## src/rtl/vector_argmax_seq_pkg.sv

```systemverilog
// rtl/vector_argmax_seq_pkg.sv - shared FSM encodings and IEEE-754 field constants
package vector_argmax_seq_pkg;

    typedef enum logic [1:0] {
        ST_IDLE = 2'd0,
        ST_SCAN = 2'd1,
        ST_DONE = 2'd2
    } state_t;

    localparam logic [31:0] EXP_MASK  = 32'h7F80_0000;
    localparam logic [31:0] MANT_MASK = 32'h007F_FFFF;
    localparam int          SIGN_BIT  = 31;
    localparam logic [31:0] SIGN_MASK = 32'h8000_0000;

endpackage

```

## src/rtl/vector_argmax_seq_float_greater.sv

```systemverilog
// rtl/vector_argmax_seq_float_greater.sv - strict a > b on single-precision bit patterns, NaN ranked lowest
module float_greater
    import vector_argmax_seq_pkg::*;
(
    input  logic [31:0] a,
    input  logic [31:0] b,
    output logic        gt
);

    logic        a_nan;
    logic        b_nan;
    logic        both_zero;
    logic [31:0] a_key;
    logic [31:0] b_key;

    always_comb begin
        a_nan     = ((a & EXP_MASK) == EXP_MASK) && ((a & MANT_MASK) != 32'd0);
        b_nan     = ((b & EXP_MASK) == EXP_MASK) && ((b & MANT_MASK) != 32'd0);
        both_zero = ((a & ~SIGN_MASK) == 32'd0) && ((b & ~SIGN_MASK) == 32'd0);
        // Flip negatives and set the sign of positives so unsigned order equals numeric order.
        a_key = a[SIGN_BIT] ? ~a : (a | SIGN_MASK);
        b_key = b[SIGN_BIT] ? ~b : (b | SIGN_MASK);
        gt    = 1'b0;
        if (a_nan) begin
            gt = 1'b0;
        end else if (b_nan) begin
            gt = 1'b1;
        end else if (both_zero) begin
            gt = 1'b0;
        end else begin
            gt = (a_key > b_key);
        end
    end

endmodule

```

## src/rtl/vector_argmax_seq.sv

```systemverilog
// rtl/vector_argmax_seq.sv - sequential argmax over a snapshot of a float vector, one element per cycle
module vector_argmax_seq
    import vector_argmax_seq_pkg::*;
#(
    parameter int VLEN  = 10,
    parameter int IDX_W = 4
) (
    input  logic                 clk,
    input  logic                 rst,
    input  logic [32*VLEN-1:0]   in,
    input  logic                 start,
    output logic                 busy,
    output logic                 done,
    output logic [IDX_W-1:0]     index,
    output logic [31:0]          max_value
);

    localparam int                CNT_W = $clog2(VLEN + 1);
    localparam logic [CNT_W-1:0]  LAST  = CNT_W'(VLEN - 1);

    state_t               state_q, state_d;
    logic [32*VLEN-1:0]   snap_q, snap_d;
    logic [CNT_W-1:0]     cnt_q, cnt_d;
    logic [31:0]          best_q, best_d;
    logic [IDX_W-1:0]     best_idx_q, best_idx_d;
    logic                 busy_q, busy_d;
    logic                 done_q, done_d;
    logic [IDX_W-1:0]     index_q, index_d;
    logic [31:0]          max_q, max_d;

    logic [31:0]          cand;
    logic                 cand_gt;
    logic                 accept;
    logic [31:0]          nxt_best;
    logic [IDX_W-1:0]     nxt_idx;

    assign cand   = snap_q[{cnt_q, 5'b0} +: 32];
    assign accept = start && (state_q != ST_SCAN);

    float_greater u_gt (
        .a  (cand),
        .b  (best_q),
        .gt (cand_gt)
    );

    always_comb begin
        state_d    = state_q;
        snap_d     = snap_q;
        cnt_d      = cnt_q;
        best_d     = best_q;
        best_idx_d = best_idx_q;
        busy_d     = 1'b0;
        done_d     = 1'b0;
        index_d    = index_q;
        max_d      = max_q;
        nxt_best   = best_q;
        nxt_idx    = best_idx_q;
        if (cand_gt) begin
            nxt_best = cand;
            nxt_idx  = cnt_q[IDX_W-1:0];
        end

        if (accept) begin
            snap_d     = in;
            best_d     = in[31:0];
            best_idx_d = '0;
            cnt_d      = CNT_W'(1);
            if (VLEN == 1) begin
                state_d = ST_DONE;
                done_d  = 1'b1;
                index_d = '0;
                max_d   = in[31:0];
            end else begin
                state_d = ST_SCAN;
                busy_d  = 1'b1;
            end
        end else begin
            case (state_q)
                ST_SCAN: begin
                    best_d     = nxt_best;
                    best_idx_d = nxt_idx;
                    if (cnt_q == LAST) begin
                        state_d = ST_DONE;
                        done_d  = 1'b1;
                        index_d = nxt_idx;
                        max_d   = nxt_best;
                    end else begin
                        cnt_d  = cnt_q + CNT_W'(1);
                        busy_d = 1'b1;
                    end
                end
                default: state_d = ST_IDLE;
            endcase
        end
    end

    always_ff @(posedge clk) begin
        if (rst) begin
            state_q    <= ST_IDLE;
            snap_q     <= '0;
            cnt_q      <= '0;
            best_q     <= '0;
            best_idx_q <= '0;
            busy_q     <= 1'b0;
            done_q     <= 1'b0;
            index_q    <= '0;
            max_q      <= '0;
        end else begin
            state_q    <= state_d;
            snap_q     <= snap_d;
            cnt_q      <= cnt_d;
            best_q     <= best_d;
            best_idx_q <= best_idx_d;
            busy_q     <= busy_d;
            done_q     <= done_d;
            index_q    <= index_d;
            max_q      <= max_d;
        end
    end

    assign busy      = busy_q;
    assign done      = done_q;
    assign index     = index_q;
    assign max_value = max_q;

endmodule

```

## config.mk

```make
export PLATFORM = sky130hd
export DESIGN_NAME = vector_argmax_seq
export DESIGN_NICKNAME = d
export VERILOG_FILES = /design/src/rtl/vector_argmax_seq_pkg.sv /design/src/rtl/vector_argmax_seq_float_greater.sv /design/src/rtl/vector_argmax_seq.sv
export SDC_FILE = /design/constraint.sdc
export NUM_CORES = 1
export LEC_CHECK = 0
export ABC_AREA = 1
export CORE_MARGIN = 3
export CORE_UTILIZATION = 40
export DETAILED_ROUTE_END_ITERATION = 12
export GPL_TIMING_DRIVEN = 0
export PLACE_DENSITY = 0.72
export RECOVER_POWER = 50
export SLEW_MARGIN = 40
export SYNTH_ARGS = -nofsm -noshare
export SYNTH_HDL_FRONTEND = slang
export SYNTH_SLANG_ARGS = --single-unit
```

## constraint.sdc

```tcl
create_clock -name clk -period 5 [get_ports clk]
set_input_delay 0.75 -clock clk [delete_from_list [all_inputs] [get_ports clk]]
set_output_delay 0.75 -clock clk [all_outputs]
set_load 0.05 [all_outputs]
```

# After elaboration in Yosys (flattened, before gate mapping)

Cells that the tools add are included.

Register bits after elaboration: 400
Latch bits: 0
Memory bits (writable): 0
Memory bits (read-only): 0
Input bits: 323
Output and inout bits: 38
Logic and storage cells: 59
Memories: 0

Add/subtract/negate cells: 1
Multipliers: 0
Div/mod/pow operators: 0
$lt $le $gt $ge: 1
Equality and inequality tests: 7
Shifts and indexed selects: 1
Muxes and demuxes: 19
Bitwise operators: 5
Reductions and logical operators: 14

Operator list:

| cell                  | count |
|---|---|
| $shiftx A320 B10 Y32  | 1 |
| $mux W32              | 5 |
| $logic_not A32 Y1     | 2 |
| $not A32 Y32          | 2 |
| $reduce_bool A32 Y1   | 2 |
| $gt A32 B32 Y1        | 1 |
| $eq A8 B8 Y1 const B  | 2 |
| $mux W1               | 13 |
| $add A4 B1 Y4 const B | 1 |
| $eq A4 B4 Y1 const B  | 1 |
| $logic_and A1 B1 Y1   | 4 |
| $mux W4               | 1 |
| $reduce_and A2 Y1     | 2 |
| $ne A3 B3 Y1 const B  | 1 |
| $not A1 Y1            | 3 |
| $reduce_and A3 Y1     | 1 |
| $reduce_or A3 Y1      | 1 |
| $eq A2 B1 Y1 const B  | 1 |
| $ne A2 B1 Y1 const B  | 1 |
| $ne A2 B2 Y1 const B  | 1 |
| $reduce_bool A2 Y1    | 1 |
| $reduce_or A2 Y1      | 1 |

# Longest topological paths before layout

Word-level depth: 10
Gate-level depth with buffers: 27
Gate-level depth less buffers: 24

# Cells and area by module

Synthesis repeated with hierarchy kept, for this count alone.

Cells, all modules: 2,807
Area, all modules: 19,286.0 um^2

By module, submodules not included:

| module            | times used | cells an instance | area each (um^2) | sequential area each (um^2) |
|---|---|---|---|---|
| vector_argmax_seq | 1          | 2,561             | 17,680.7         | 8,007.7 |
| float_greater     | 1          | 246               | 1,605.3          | 0.0 |

# Least setup slack after synthesis

OpenSTA, ideal clock, no wires.

Kind: register -> register
Start point: register cnt_q[0]
End point: register max_q[28], in the netlist max_value[28]
Setup time: 0.109 ns
Arrival: 3.540 ns
Required time: 4.891 ns
Slack: 1.351 ns
Cell stages (with the launch flop): 26
Path buffers: 5
Clock period less this slack: 3.649 ns
Cell sequence: dfxtp_1 > buf_2 > buf_4 > buf_2 > o21ai_0 > o221ai_1 > nand3_1 > nand2_1 > buf_2 > xor2_1 > ha_1 > nand2_1 > inv_1 > nand3_1 > nor3_1 > a21boi_0 > o21bai_1 > a21oi_1 > o21ai_1 > nand2_2 > clkbuf_1 > nand3_1 > nand2_1 > nand2_1 > nand2_1 > inv_1

Cells in the longest elaborated chain, start to end: 8
Elaborated cells on any way between the ends: 15
Classes of those cells: 1 x order compare; 2 x eq/ne; 1 x shift; 5 x mux; 1 x bitwise; 5 x reduce/logical

Ends and longest elaborated chain:

| element                  | line                                  | RTL |
|---|---|---|
| start: declaration       | vector_argmax_seq.sv:23               | `logic [CNT_W-1:0] cnt_q, cnt_d;` |
| start signal: assignment | vector_argmax_seq.sv:111              | `cnt_q <= cnt_d;` |
| $shiftx A320 B10 Y32     | vector_argmax_seq.sv:37               | `assign cand = snap_q[{cnt_q, 5'b0} +: 32];` |
| $not A32 Y32             | vector_argmax_seq_float_greater.sv:21 | `a_key = a[SIGN_BIT] ? ~a : (a \| SIGN_MASK);` |
| $mux W32                 | vector_argmax_seq_float_greater.sv:21 |  |
| $gt A32 B32 Y1           | vector_argmax_seq_float_greater.sv:31 | `gt = (a_key > b_key);` |
| $mux W1                  | vector_argmax_seq_float_greater.sv:28 | `end else if (both_zero) begin` |
| $mux W1                  | vector_argmax_seq_float_greater.sv:26 | `end else if (b_nan) begin` |
| $mux W1                  | vector_argmax_seq_float_greater.sv:24 | `if (a_nan) begin` |
| $mux W32                 | vector_argmax_seq.sv:58               | `if (cand_gt) begin` |
| end signal: assignment   | vector_argmax_seq.sv:117              | `max_q <= max_d;` |
| end: declaration         | vector_argmax_seq.sv:29               | `logic [31:0] max_q, max_d;` |

Parallel ways exist; a longest one is shown, timed or not.
A chain may end at the register's enable or synchronous reset.

# Final worst setup path

Start point: register cnt_q[0]
End point: register index_q[3], in the netlist index[3]

Cells in the longest elaborated chain, start to end: 8
Elaborated cells on any way between the ends: 15
Classes of those cells: 1 x order compare; 2 x eq/ne; 1 x shift; 5 x mux; 1 x bitwise; 5 x reduce/logical

Ends and longest elaborated chain:

| element                | line                                  | RTL |
|---|---|---|
| $shiftx A320 B10 Y32   | vector_argmax_seq.sv:37               |  |
| $not A32 Y32           | vector_argmax_seq_float_greater.sv:21 |  |
| $mux W32               | vector_argmax_seq_float_greater.sv:21 |  |
| $gt A32 B32 Y1         | vector_argmax_seq_float_greater.sv:31 |  |
| $mux W1                | vector_argmax_seq_float_greater.sv:28 |  |
| $mux W1                | vector_argmax_seq_float_greater.sv:26 |  |
| $mux W1                | vector_argmax_seq_float_greater.sv:24 |  |
| $mux W4                | vector_argmax_seq.sv:58               |  |
| end signal: assignment | vector_argmax_seq.sv:116              | `index_q <= index_d;` |
| end: declaration       | vector_argmax_seq.sv:28               | `logic [IDX_W-1:0] index_q, index_d;` |

Parallel ways exist; a longest one is shown, timed or not.

==> run metrics <==
R2R Path Start=cnt_q[0]$_SDFFE_PP0P_; initial core utilization=0.408; synthesized-area fraction occupied by ao, oa, aoi and oai cells=0.162; path type of the worst min-delay path=flip-flop to flip-flop; total detailed-routing wirelength=81500 um; Clock Sinks=400; Gate power share=0.283; slew at the pin closest to its max-slew limit=1.06 ns; setup TNS=0 ns; number of distinct library cells after synthesis=34; final weighted congestion in routability-driven placement=0.989; Die Footprint=51800 um^2; combinational family with the most area after synthesis=simple AND/OR/NAND/NOR gates; placed cell area=24100 um^2; Post-CTS Hold Fix Bufs=0; highest attainable clock frequency=0.208 GHz; internal cell power=6.42 mW; most used standard cell by instance count after synthesis=sky130_fd_sc_hd__nor2_1; maximum number of pins on one net before global-route repair=20; post-synth top area share=0.408; count of final setup violators=0; cell at the root of the clock tree=sky130_fd_sc_hd__clkbuf_16; Post-CTS Resized=1; post-route standard cell area excluding fillers=25600 um^2; detailed router's first-iteration violation count=2692; depth of the worst register-to-register path=24; overall overflow remaining after global route=0; ratio of cells with drive above 1 in the final layout=0.0395; Nets=3747; worst skew pair latency=0.59 ns; part of the total power dissipated in sequential elements=0.371; headroom to the max-slew limit=0.293; reg-to-reg slack, setup=0.19 ns; cell count after synthesis=2986; setup repair after global routing missed its margin=no; Synth area leaders=sky130_fd_sc_hd__dfxtp_1 41%, sky130_fd_sc_hd__nor2_1 11%, sky130_fd_sc_hd__o21ai_0 11%; status=finished clean; minimum clock period=4.81 ns; via count=21430; Crit Reg-Reg Endpoint=index[3]$_SDFFE_PP0P_; type of the worst setup path=flip-flop to flip-flop; number of H-tree levels=2; switching share of power=0.341; clock buffer count from CTS=44; net switching power=3.31 mW; worst-path fanout max=10; basic-gate share of the synthesized area counting and, or, nand and nor cells=0.283; core area=48100 um^2; max-cap violation count=0; sort of element at the start of the critical path=flip-flop; EDFF count, synth=0; clock tree buffer depth=3; Wirelength per Cell=20.0 um; share of the synthesized netlist area taken by xor and xnor gates=0.0281; Hold Crit Endpoint=snap_q[245]$_SDFFE_PP0P_; Port-buffer cells=359; synthesized area divided by synthesized cell count=6.58 um^2; Netlist Area Pre-Place=19600 um^2; fraction of the mapped netlist area in adder cells=0.0217; cell type contributing the most total cell area after synthesis=sky130_fd_sc_hd__dfxtp_1; startpoint of the worst hold path=snap_q[245]$_SDFFE_PP0P_; count of antenna-violating nets left after detailed routing=0; drt first pass iters=6; via count normalized by instance count=5.25; initial antenna violation count=2; Clock Pin Slew Worst Setup and Hold Paths=0.07 ns; clock network fraction of total power=0.346; number of post-CTS setup repair buffers=0; Tot GR Track Use=0.303; worst hold stages=2; fraction of synthesized area in multiplexers=0; total nets after synthesis=3343; number of global-route vias before repair=19976; part of the cycle the worst path needs=0.961; leakage=11.2 nW; clock tree skew after final layout=0.0247 ns; Boundary Pins=361; half-perimeter wire length of the detailed placement result=64300 um; required time of the critical path=5.47 ns; final slew viol count=0; relative area change from synthesis to final layout=30.1%; register area share after synthesis=0.408; Chip Height=228 um; Rows=80; most used flip-flop cell after synthesis=sky130_fd_sc_hd__dfxtp_1; Worst VDD drop=0.000235 V; clock tree from TritonCTS=done; Arr. time, crit path=5.28 ns; warning count from the yosys run=0; DR DRC count=0; Seq cells post-synth=400; proportion of register bits with asynchronous set or reset after synthesis=0; Setup crit end kind=flip-flop; wire length of the first global-routing pass=118000 um; pwr/cell area=381 nW/um^2; ranking of synthesized cells by instance count=560 x sky130_fd_sc_hd__nor2_1, 547 x sky130_fd_sc_hd__nand2_1, 418 x sky130_fd_sc_hd__o21ai_0; horizontal extent of the die=228 um; hold violation count in the final report=0
[registers in the layout, indices dropped and copies added, names as in the netlist]
register	count
best_q	32
index	4
state_q	2
best_idx_q	4
max_value	32
done	1
cnt_q	4
busy	1
snap_q	320
[cell type report]
class	instances	area, um^2
clock inverters	12	165
multi-input cells	2102	9730
well taps	656	821
inverters	270	1010
plain buffers	213	913
fillers	4948	22600
flip-flops and latches	400	8010
clock buffers	66	1300
repair buffers	359	3590
diodes	3	7.51
[cell usage in the layout (no fill, tap or decap), drive strengths merged, types with 2 or more instances in the layout]
cell type      instances
nor2                 560
nand2                549
o21ai                429
dfxtp                400
clkdlybuf4s50        320
inv                  270
nand3                249
clkbuf               217
a21oi                173
buf                   62
dlygate4sd3           39
ha                    34
xor2                  33
xnor2                 30
o211ai                13
nand4                  9
nor3                   9
clkinv                 9
nor4                   4
diode                  3
bufinv                 3
o21a                   2
[cell families (layout without fill, tap and decap cells)]
family,count (synthesis),in the layout
AOI/OAI and AO/OA,623,623
adders and majority gates,34,34
and+or+nand+nor,1382,1382
other,0,3
xor gates and xnor gates,63,63
DFF,400,400
buffers and inverters,484,920
[stage by stage]
stage	cells	setup slack, ns	hold slack, ns	utilization	power, mW
after floorplan	2986	1.35	0.429	-	5.36
after global placement	4001	-0.0395	0.438	0.500	6.32
after detailed placement	4001	-0.0799	0.443	0.500	6.34
after CTS	4078	0.0421	0.452	0.530	9.67
after global routing	4080	0.0449	0.469	0.531	10.2
final	4081	0.193	0.451	0.531	9.73
[layer usage]
| layer | part of all wire | GRT usage |
|---|---|---|
| met4 | 0.046 | 0.131 |
| met3 | 0.11 | 0.0614 |
| met2 | 0.43 | 0.463 |
| met1 | 0.41 | 0.417 |
| met5 | 0.00029 | 0 |
[how the worst max path moves through the flow]
stage | startpoint | end | slack (ns) | cells after the start
after global routing | cnt_q[2]$_SDFFE_PP0P_ | index[3]$_SDFFE_PP0P_ | 0.04 | 24
after floorplan | cnt_q[0]$_SDFFE_PP0P_ | max_value[28]$_SDFFE_PP0P_ | 1.35 | 25
final | cnt_q[0]$_SDFFE_PP0P_ | index[3]$_SDFFE_PP0P_ | 0.19 | 24
after global placement | cnt_q[0]$_SDFFE_PP0P_ | index[3]$_SDFFE_PP0P_ | -0.04 | 25
after CTS | cnt_q[0]$_SDFFE_PP0P_ | index[3]$_SDFFE_PP0P_ | 0.04 | 25
after detailed placement | cnt_q[0]$_SDFFE_PP0P_ | index[3]$_SDFFE_PP0P_ | -0.08 | 25
[critical path: stages, from the launching register on]
cell and delay, ns:
sky130_fd_sc_hd__dfxtp_1 0.39, sky130_fd_sc_hd__inv_2 0.13, sky130_fd_sc_hd__clkbuf_1 0.59, sky130_fd_sc_hd__nand2_1 0.10, sky130_fd_sc_hd__o211ai_1 0.24, sky130_fd_sc_hd__nand3_1 0.14
sky130_fd_sc_hd__nand3_1 0.13, sky130_fd_sc_hd__nand2_1 0.22, sky130_fd_sc_hd__xor2_1 0.23, sky130_fd_sc_hd__ha_1 0.31, sky130_fd_sc_hd__nand2_1 0.05, sky130_fd_sc_hd__inv_1 0.09
sky130_fd_sc_hd__nand3_1 0.08, sky130_fd_sc_hd__nor3_1 0.28, sky130_fd_sc_hd__a21boi_1 0.26, sky130_fd_sc_hd__o21bai_1 0.10, sky130_fd_sc_hd__a21oi_1 0.17, sky130_fd_sc_hd__o21ai_1 0.14
sky130_fd_sc_hd__nand2_4 0.19, sky130_fd_sc_hd__nand2_4 0.16, sky130_fd_sc_hd__buf_2 0.24, sky130_fd_sc_hd__nand2_1 0.09, sky130_fd_sc_hd__nand3_1 0.17, sky130_fd_sc_hd__nand2_1 0.12
sky130_fd_sc_hd__inv_1 0.05
[power groups by stage]
stage / sequential, mW / clock [mW] / combinational, mW
after floorplan: 3.62 / 0 / 1.74
after detailed placement: 3.67 / 0 / 2.67
after CTS: 3.61 / 3.38 / 2.68
after global routing: 3.63 / 3.49 / 3.07
after global placement: 3.67 / 0 / 2.65
final: 3.61 / 3.37 / 2.75
(Power assumes the default switching activity.)
